## src/rtl/usb_data_buffer.sv

```systemverilog
// Shared TX/RX byte FIFO between the AHB-Lite slave and the USB encoder/decoder.
// Show-ahead head output, registered occupancy, sticky overflow/underflow/collision error flag.
module usb_data_buffer #(
    parameter int unsigned DEPTH     = 64,
    parameter int unsigned ADDR_BITS = 6
) (
    input  logic       clk,
    input  logic       rst,
    input  logic       clear,
    input  logic       store_tx_data,
    input  logic [7:0] tx_data,
    input  logic       get_tx_packet_data,
    output logic [7:0] tx_packet_data,
    input  logic       store_rx_packet_data,
    input  logic [7:0] rx_packet_data,
    input  logic       get_rx_data,
    output logic [7:0] rx_data,
    output logic [7:0] buffer_occupancy,
    output logic       buffer_error
);

    localparam logic [ADDR_BITS:0]   FULL_COUNT = DEPTH[ADDR_BITS:0];
    localparam logic [ADDR_BITS:0]   COUNT_ONE  = (ADDR_BITS + 1)'(1);
    localparam logic [ADDR_BITS-1:0] PTR_ONE    = ADDR_BITS'(1);

    logic [7:0]           mem_q [DEPTH];
    logic [ADDR_BITS-1:0] wptr_q, wptr_d;
    logic [ADDR_BITS-1:0] rptr_q, rptr_d;
    logic [ADDR_BITS:0]   count_q, count_d;
    logic                 error_q, error_d;

    logic       push_req, pop_req, collision;
    logic       is_full, is_empty;
    logic       push_ok, pop_ok, mem_we;
    logic [7:0] push_data, head;

    always_comb begin
        push_req  = store_tx_data | store_rx_packet_data;
        pop_req   = get_tx_packet_data | get_rx_data;
        collision = store_tx_data & store_rx_packet_data;
        push_data = store_tx_data ? tx_data : rx_packet_data;
        is_full   = (count_q == FULL_COUNT);
        is_empty  = (count_q == '0);
        // Accept decisions use the pre-edge count, so a pop never frees room for a same-cycle push.
        push_ok   = push_req & ~is_full;
        pop_ok    = pop_req & ~is_empty;
        mem_we    = push_ok & ~clear & ~rst;
    end

    always_comb begin
        wptr_d  = wptr_q;
        rptr_d  = rptr_q;
        count_d = count_q;
        error_d = error_q;
        if (clear) begin
            wptr_d  = '0;
            rptr_d  = '0;
            count_d = '0;
            error_d = 1'b0;
        end else begin
            if (push_ok) begin
                wptr_d = wptr_q + PTR_ONE;
            end
            if (pop_ok) begin
                rptr_d = rptr_q + PTR_ONE;
            end
            if (push_ok && !pop_ok) begin
                count_d = count_q + COUNT_ONE;
            end else if (pop_ok && !push_ok) begin
                count_d = count_q - COUNT_ONE;
            end
            if ((push_req && is_full) || (pop_req && is_empty) || collision) begin
                error_d = 1'b1;
            end
        end
    end

    always_ff @(posedge clk) begin
        if (rst) begin
            wptr_q  <= '0;
            rptr_q  <= '0;
            count_q <= '0;
            error_q <= 1'b0;
        end else begin
            wptr_q  <= wptr_d;
            rptr_q  <= rptr_d;
            count_q <= count_d;
            error_q <= error_d;
        end
    end

    // Storage is deliberately not reset; clear/reset only move the pointers.
    always_ff @(posedge clk) begin
        if (mem_we) begin
            mem_q[wptr_q] <= push_data;
        end
    end

    always_comb begin
        head = is_empty ? 8'h00 : mem_q[rptr_q];
    end

    assign tx_packet_data   = head;
    assign rx_data          = head;
    assign buffer_occupancy = 8'(count_q);
    assign buffer_error     = error_q;

endmodule

```

## config.mk

```make
export PLATFORM = sky130hd
export DESIGN_NAME = usb_data_buffer
export DESIGN_NICKNAME = d
export VERILOG_FILES = /design/src/rtl/usb_data_buffer.sv
export SDC_FILE = /design/constraint.sdc
export NUM_CORES = 1
export LEC_CHECK = 0
export CAP_MARGIN = 20
export CORE_MARGIN = 3
export CORE_UTILIZATION = 40
export CTS_CLUSTER_SIZE = 20
export DETAILED_ROUTE_END_ITERATION = 8
export GPL_ROUTABILITY_DRIVEN = 0
export GPL_TIMING_DRIVEN = 0
export SLEW_MARGIN = 40
export SYNTH_ARGS = -nofsm -noshare
export SYNTH_HDL_FRONTEND = slang
export SYNTH_SLANG_ARGS = --single-unit
```

## constraint.sdc

```tcl
create_clock -name clk -period 5.7 [get_ports clk]
set_input_delay 0.855 -clock clk [delete_from_list [all_inputs] [get_ports clk]]
set_output_delay 0.855 -clock clk [all_outputs]
set_load 0.01 [all_outputs]
```

After elaboration in Yosys (flattened, before gate mapping) --
Memories as Yosys holds them, arrays and structs flattened. A register that Yosys moved wholly into a read port is not among the register bits. Cells that the tools add are included.
Storage, ports and cells: bits in writable memories 512, memories kept 1, output and inout port bits 25, bits of input ports 23, register bits 20
Cells by class: add/sub/neg operators 4, equal/unequal tests 1, bitwise gates (word level) 11, reduce and logical (&&, ||, !) cells 11, mux-type cells 8
Memory list:
- mem_q | depth 64, width 8, rd ports 1, clocked after memory_dff 1, wr ports 1, line 26 | logic [7:0] mem_q [DEPTH];
Operators by type and width (number):
- 8-bit two-way mux | 2
- 7-bit two-way mux | 2
- 6-bit by 1-bit adder with 6-bit output (second input constant) | 2
- 6-bit two-way mux | 2
- 7-bit by 1-bit adder with 7-bit output (second input constant) | 1
- 7-bit equality test (second input constant) | 1
- 7-bit zero test | 1
- 7-bit by 1-bit subtractor with 7-bit output (second input constant) | 1
- 1-bit bitwise AND | 5
- 1-bit logical AND | 4
- 1-bit inverter | 4
- 1-bit zero test | 2
- 1-bit logical OR | 2
- 1-bit two-way mux | 2
- 1-bit bitwise OR | 2
- 2-bit nonzero test | 1
- 2-bit OR reduction | 1

Longest topological paths before layout --
Gate-level depths: netlist of the first run.
depth in word-level cells 7, mapped depth 11, depth with buffers taken out 11

Worst setup path before layout of the first run --
OpenSTA, ideal clock, no wires.
path kind in2reg, start in get_rx_data, end reg count_q[6], required time 5.628 ns, arrival time 2.830 ns, buffers on the path 0, stages 11, setup slack 2.798 ns, library setup time 0.072 ns, path through nor2_1 a21oi_1 inv_1 ha_1 inv_1 ha_1 nor2b_1 o21a_1 o21a_1 o211ai_1 mux2i_1
Between the ends: longest elaborated chain between the ends 5, elaborated cells on any way between the ends 7, classes of those cells mux (1); bitwise (2); reduce/logical (4)
RTL lines:
- from (decl) | line 16 | input logic get_rx_data,
- 1-bit bitwise OR * | line 39 | pop_req = get_tx_packet_data | get_rx_data;
- 1-bit bitwise AND * | line 46 | pop_ok = pop_req & ~is_empty;
- 1-bit zero test | line 67 | if (push_ok && !pop_ok) begin
- 1-bit logical AND | line 67
- 7-bit two-way mux or 2-bit nonzero test (tied branches)
- to (signal assigned) | line 87 | count_q <= count_d;
- to (decl) | line 29 | logic [ADDR_BITS:0] count_q, count_d;
Mark *: on every way between the ends. The rest lies on a longest branch, timed or not. A chain may end at the register's enable or synchronous reset.

==> qor.yml, run 1 <==
setup_path:
  cp-start-kind: "flop"
  cp-end-kind: "primary output"
  worst_path_largest_cell_delay_ns: 0.83
  crit_family: "buffers and inverters"
  rr_endpoint: "mem_q[38][2]"
  cp_slowest_cell: "a2111oi_0"
  cp_num_buf_inv: 5
  rr_startpoint: "count_q[1]"
  cp_common_cell: "buf_4"
  ff2ff_path_depth: 5
  crit_fanout: 10
  cp_cell_sequence: "buf_4, buf_2, clkbuf_1, o2111ai_1, a2111oi_0, a31o_1, buf_4, clkdlybuf4s50_1"
  crit_type: "flop to primary output"
  critPathArrivalTime_ns: 4.30
  reg2reg_slack_ns: 2.51
  required_ns: 4.85
cts:
  clkTransAtPathRegs_ns: 0.06
  ctsResizeCount: 0
  clk_path_buf_depth: 3
  cts_max_level: 2
  post_cts_buffers: 0
  cts_made_buffers: 54
  cts_root_buffer: "clkbuf_16"
  cts_hold_buffers: 0
  cts.sinks: 538
  cts_tree: "yes"
  clk_latency_ns: 0.60
power:
  p_int_mw: 7.16
  combPwrFrac: 0.175
  switching_share: 0.255
  seq_power_share: 0.459
  total_power_mw: 9.62
  pwr-share-clk: 0.366
  p_per_area_mw_per_mm2: 393
  p_switching_mw: 2.45
  peakVddDrop_v: 0.000244
  power_leakage_nw: 7.46
yosys:
  synth-adder-area-share: 0.00622
  ys_seq_area_frac: 0.746
  synthCells: 1091
  muxShareOfSynthArea: 0.143
  postSynthAreaPerCell_um2: 19.5
  ys_top_cells_by_area: "edfxtp_1 72%, mux4_2 13%, dfxtp_1 2.4%"
  synth-async-reset-ratio: 0
  ys_types: 58
  synth_xor_area_frac: 0.00452
  synth_top_family_by_area: "multiplexers"
  synth_compound_area_frac: 0.0374
  synth_edf_count: 512
  synthesis.area_mm2: 0.0213
  synthesis.nets: 1124
  yosysTopAreaCell: "edfxtp_1"
  ys_ff_latch: 538
  ys_warn_count: 0
  yosys-top-cells-count: "512 x edfxtp_1, 120 x mux4_2, 97 x nor2_1"
  synth_top_area_frac: 0.721
  synth_most_common_cell: "edfxtp_1"
  synthFlopType: "edfxtp_1"
  synth_simple_gate_area_frac: 0.0419
placement:
  port_buffers: 46
  hpwl_mm: 35.8
  postPlaceCellArea_mm2: 0.0227
min_path:
  holdPathStages: 2
  hold_path_class: "flop to flop"
  hp-start: "rptr_q[5]"
cells_and_area:
  area_growth_syn_to_layout_pct: 14.8
  stdcell_area_mm2: 0.0245
  layout-drive-gt1-share: 0.230
  n_antenna_cell: 0
  fin_nets: 1227
  final_util: 0.470
global_routing:
  grt_max_degree: 65
  track_usage: 0.208
  grt_antenna_before_repair: 0
  grt_overflow: 0
  grt_pass1_vias: 11200
  grt_pass1_wl_mm: 82.7
drt:
  dr_total_vias: 11300
  drc_errors: 0
  via_per_inst: 5.89
  detail-route-antenna-nets: 0
  routedWlPerCell_um: 30.3
  drt_pass1_iterations: 5
  drt_iter0_drc: 1645
  drt-total-wl_mm: 58.2
timing:
  period_share: 0.904
  fin_skew_ns: 0.0193
  rsz0062_at_grt: "false"
  setup_viol: 0
  period_minus_slack_ns: 5.15
  relSlewSlack: 0.403
  hold_viol: 0
  final.setup.tns_ns: 0
  slew_violations: 0
  max_freq_mhz: 194
  tightest_slew_ns: 0.873
  hold_slack_ns: 0.528
floorplan:
  ios: 48
  start_util: 0.410
  die_w_um: 237
  rows: 83
  die_area_mm2: 0.0561
  die_h_um: 237
  core_mm2: 0.0520
outcome:
  outcome: "finished clean"
flow_run:
  maxCapViolCount: 0
==> cell type report <==
class	count	area, um2
Clock buffer	70	1480
Fill cell	4301	27600
Sequential cell	538	15900
Tap cell	680	851
Buffer	65	419
Multi-Input combinational cell	482	5080
Inverter	6	22.5
Clock inverter	29	260
Timing Repair Buffer	47	465
==> sequential cells by signal (all words and copies together) (netlist names), named ones only <==
| register | cells |
|---|---|
| buffer_error | 1 |
| count_q | 7 |
| mem_q | 512 |
| rptr_q | 6 |
| wptr_q | 6 |
==> power by group through the flow <==
| stage | combinational [mW] | clock, mW | sequential [mW] |
|---|---|---|---|
| finish | 1.68 | 3.52 | 4.42 |
| global route | 1.79 | 3.73 | 4.42 |
| CTS | 1.69 | 3.56 | 4.42 |
| global placement | 1.66 | 0 | 4.50 |
| floorplan | 1.01 | 0 | 4.50 |
| detailed placement | 1.69 | 0 | 4.50 |
==> worst max-delay path by stage <==
stage                     start                end  cells past startpoint
floorplan           get_rx_data         count_q[6]                     11
global placement           flop  tx_packet_data[1]                      8
detailed placement         flop  tx_packet_data[1]                      8
CTS                        flop  tx_packet_data[1]                      8
global route               flop  tx_packet_data[1]                      8
finish                     flop  tx_packet_data[1]                      8
==> kinds of logic (layout without fill, tap and decap cells) <==
family,Yosys count,in the layout
buf+inv,71,217
xor+xnor,11,11
flops,538,538
other cells,1,1
mux,154,154
fa+ha+maj,10,10
compound gates,114,114
simple gates,192,192
==> per-stage QoR <==
step | worst slack [ns] | instances
after floorplan | 2.80 | 1091
after global placement | 1.28 | 1817
after detailed placement | 1.29 | 1818
after CTS | 0.635 | 1917
after global routing | 0.545 | 1917
final | 0.547 | 1917
==> routing by layer <==
metal,vias to the layer above,share of wire,global-route usage
li1,4667,-,-
met2,597,0.47,0.322
met3,109,0.10,0.0546
met1,5927,0.40,0.290
met4,0,0.032,0.0647
met5,-,0,0
==> worst min-delay path: stages, from the launching register on <==
cell and delay [ns]:
dfxtp_1 0.32, xor2_1 0.06, nor2_1 0.11
==> cell usage in the layout, fill, tap and decap left out, types with 7 or more instances in the layout <==
master,instances
mux2i_1,23
clkdlybuf4s50_1,46
nor2b_1,9
xor2_1,8
a21oi_1,17
o22ai_1,28
a22oi_1,18
mux2_4,8
clkinv_1,14
nand3_1,11
ha_1,9
nor3_1,9
clkbuf_16,57
buf_6,11
buf_1,7
edfxtp_1,512
nor2_2,24
dfxtp_1,26
nor2_1,73
buf_4,19
clkinv_2,8
clkbuf_1,26
mux4_2,120
nand2_1,29
buf_2,12
No activity file was read; power rests on OpenSTA's default activity.
==> run 2: changes to the inputs <==
Settings changed: ABC_AREA set to 1, CTS_BUF_LIST set to sky130_fd_sc_hd__clkbuf_16.
==> qor.yml, run 2 <==
outcome:
  outcome: "finished clean"
setup_path:
  cp_slowest_cell: "buf_1"
  crit_family: "buffers and inverters"
  required_ns: 4.85  # about the same
  worst_path_largest_cell_delay_ns: 0.60  # -0.23 ns
  cp_num_buf_inv: 4  # -1
  cp_common_cell: "nand3_1"
  critPathArrivalTime_ns: 3.79  # -0.51 ns
  crit_fanout: 10  # unchanged
  cp-start-kind: "flop"
  crit_type: "flop to primary output"
  cp-end-kind: "primary output"
  cp_cell_sequence: "buf_2, buf_1, nand3_1, nand2_1, nand2_1, nand3_1, nand3_1, a21oi_1, buf_4, clkdlybuf4s50_1"
drt:
  detail-route-antenna-nets: 0  # unchanged
  routedWlPerCell_um: 23.7  # -22%
  drt_pass1_iterations: 7  # +2
  drt-total-wl_mm: 68.9  # +18%
  drc_errors: 0  # unchanged
  via_per_inst: 5.48  # -7.1%
  drt_iter0_drc: 2084  # +27%
  dr_total_vias: 15900  # +41%
cts:
  cts_hold_buffers: 0  # unchanged
  cts.sinks: 538  # unchanged
  ctsResizeCount: 0  # unchanged
  cts_made_buffers: 55  # +1.9%
  clk_path_buf_depth: 3  # unchanged
  cts_root_buffer: "clkbuf_16"
  cts_tree: "yes"
  cts_max_level: 2  # unchanged
  clk_latency_ns: 0.62  # +0.02 ns
  post_cts_buffers: 0  # unchanged
  clkTransAtPathRegs_ns: 0.06  # about the same
floorplan:
  rows: 86  # +3.6%
  start_util: 0.407  # -0.00239
  die_w_um: 244  # +2.9%
  die_h_um: 244  # +2.9%
  ios: 48  # unchanged
  core_mm2: 0.0555  # +6.7%
  die_area_mm2: 0.0594  # +5.9%
yosys:
  ys_seq_area_frac: 0.703  # -0.0428
  synthesis.nets: 2029  # +81%
  postSynthAreaPerCell_um2: 11.3  # -42%
  synthFlopType: "edfxtp_1"
  synth-async-reset-ratio: 0  # unchanged
  ys_types: 31  # -47%
  synth_top_area_frac: 0.680  # -0.0414
  yosysTopAreaCell: "edfxtp_1"
  yosys-top-cells-count: "691 x nand2_1, 512 x edfxtp_1, 449 x nand3_1"
  ys_ff_latch: 538  # unchanged
  ys_top_cells_by_area: "edfxtp_1 68%, nand2_1 11%, nand3_1 9.9%"
  synth_most_common_cell: "nand2_1"
  synthCells: 1996  # +83%
  synth_edf_count: 512  # unchanged
  ys_warn_count: 0  # unchanged
  synthesis.area_mm2: 0.0226  # +6.1%
power:
  peakVddDrop_v: 0.000296  # +21%
  p_per_area_mw_per_mm2: 425  # +8.1%
  power_leakage_nw: 9.34  # +25%
  total_power_mw: 11.1  # +15%
timing:
  tightest_slew_ns: 0.861  # -0.0124 ns
  fin_skew_ns: 0.0226  # +0.00328 ns
  period_minus_slack_ns: 4.65  # -0.505 ns
  relSlewSlack: 0.424  # +0.0217
  setup_viol: 0  # unchanged
  rsz0062_at_grt: "false"
  hold_viol: 0  # unchanged
  slew_violations: 0  # unchanged
  final.setup.tns_ns: 0  # unchanged
  max_freq_mhz: 215  # +11%
  period_share: 0.815  # -0.0886
  fin_ws_ns: 1.05  # +0.505 ns
cells_and_area:
  largest_register_ffs: 512  # unchanged
  final_util: 0.469  # -0.00136
  n_antenna_cell: 0  # unchanged
  layout_common_cells: "683 x nand2_1, 512 x edfxtp_1, 449 x nand3_1, 55 x clkbuf_16, 49 x inv_1"
  area_growth_syn_to_layout_pct: 15.1
  layout-drive-gt1-share: 0.109  # -0.121
  fin_nets: 2140  # +74%
  reg.largest.list: "mem_q: 512 flops, count_q: 7 flops"
  final_common_cell: "nand2_1"
  fillCellCount: 5107  # +19%
  regMostFlops: "mem_q"
global_routing:
  track_usage: 0.229  # +0.0212
  grt_pass1_wl_mm: 99.7  # +21%
  grt_antenna_before_repair: 0  # unchanged
  grt_overflow: 0  # unchanged
  grt_pass1_vias: 15000  # +34%
  grt_max_degree: 49  # -25%
flow_run:
  maxCapViolCount: 0  # unchanged
placement:
  hpwl_mm: 47.0  # +31%
  port_buffers: 45  # -2.2%
  dpl_worst_slack_ns: 1.83  # +0.537 ns
min_path:
  hold_path_class: "flop to flop"
## run 2: cell types whose count changed after synthesis, sizes merged, moves of 19 or more
cell / change
mux2i: -23
mux4: -120
nand2: +663
inv: +36
o22ai: -28
buf: +55
nor2: -19
nand3: +440
## run 2: path summary, 6_finish.rpt
check                                 from           endpoint  slack (ns)  depth (start not counted)
worst max register to register  count_q[0]         count_q[5]        2.84                         16
worst max-delay path                  flop  tx_packet_data[2]        1.05                         10
worst min register to register   rptr_q[3]               flop        0.50                          2
worst min-delay path             rptr_q[3]               flop        0.50                          2
## run 2: cells by family after synthesis
kind of cell / synth area share
simple gates: 0.235
flops: 0.703
compound gates: 0.0100
xor+xnor: 0.00271
fa+ha+maj: 0.00587
buf+inv: 0.0437
other cells: 0.000166
## run 2: power breakdown
part           internal, mW  switching, mW  leakage (nW)
Sequential             4.39         0.0320          4.83
Clock                  1.93           1.51         0.866
Combinational          1.04           2.16          3.65
Total                  7.36           3.70          9.34
## run 2: final cells by class
type                    instances  area (um2)  share of cell area
plain buffers                 121         825              0.0317
flip-flops and latches        538       15900               0.611
repair buffers                 54         618              0.0237
clock buffers                  55        1380              0.0529
clock inverters                47         313              0.0120
well taps                     748         936              0.0360
multi-input cells            1295        5910               0.227
inverters                      42         163             0.00625
## run 2: worst reg2reg max path, delay by kind of cell, from the launching register on
kind                     cells  cell delay [ns]
AO/OA/AOI/OAI                2             0.64
adder cells (fa/ha/maj)      2             0.71
buffers and inverters        3             0.32
flip-flops                   1             0.35
AND/OR/NAND/NOR              9             0.76
## run 2: metal layers
| layer | GRT usage | vias to the layer above | routed length [um] |
|---|---|---|---|
| met1 | 0.313 | 7669 | 27900 |
| met2 | 0.357 | 875 | 31600 |
| met5 | 0 | - | 0 |
| li1 | - | 7188 | - |
| met3 | 0.0523 | 157 | 6650 |
| met4 | 0.0881 | 0 | 2790 |
## run 2: through the flow
step / std cells / cell area, um2 / hold slack (ns)
global placement: 2789 / 24000 / 0.487
floorplan: 1996 / 22600 / 0.460
global route: 2900 / 26000 / 0.521
detailed placement: 2798 / 24300 / 0.496
finish: 2900 / 26000 / 0.504
CTS: 2900 / 26000 / 0.502
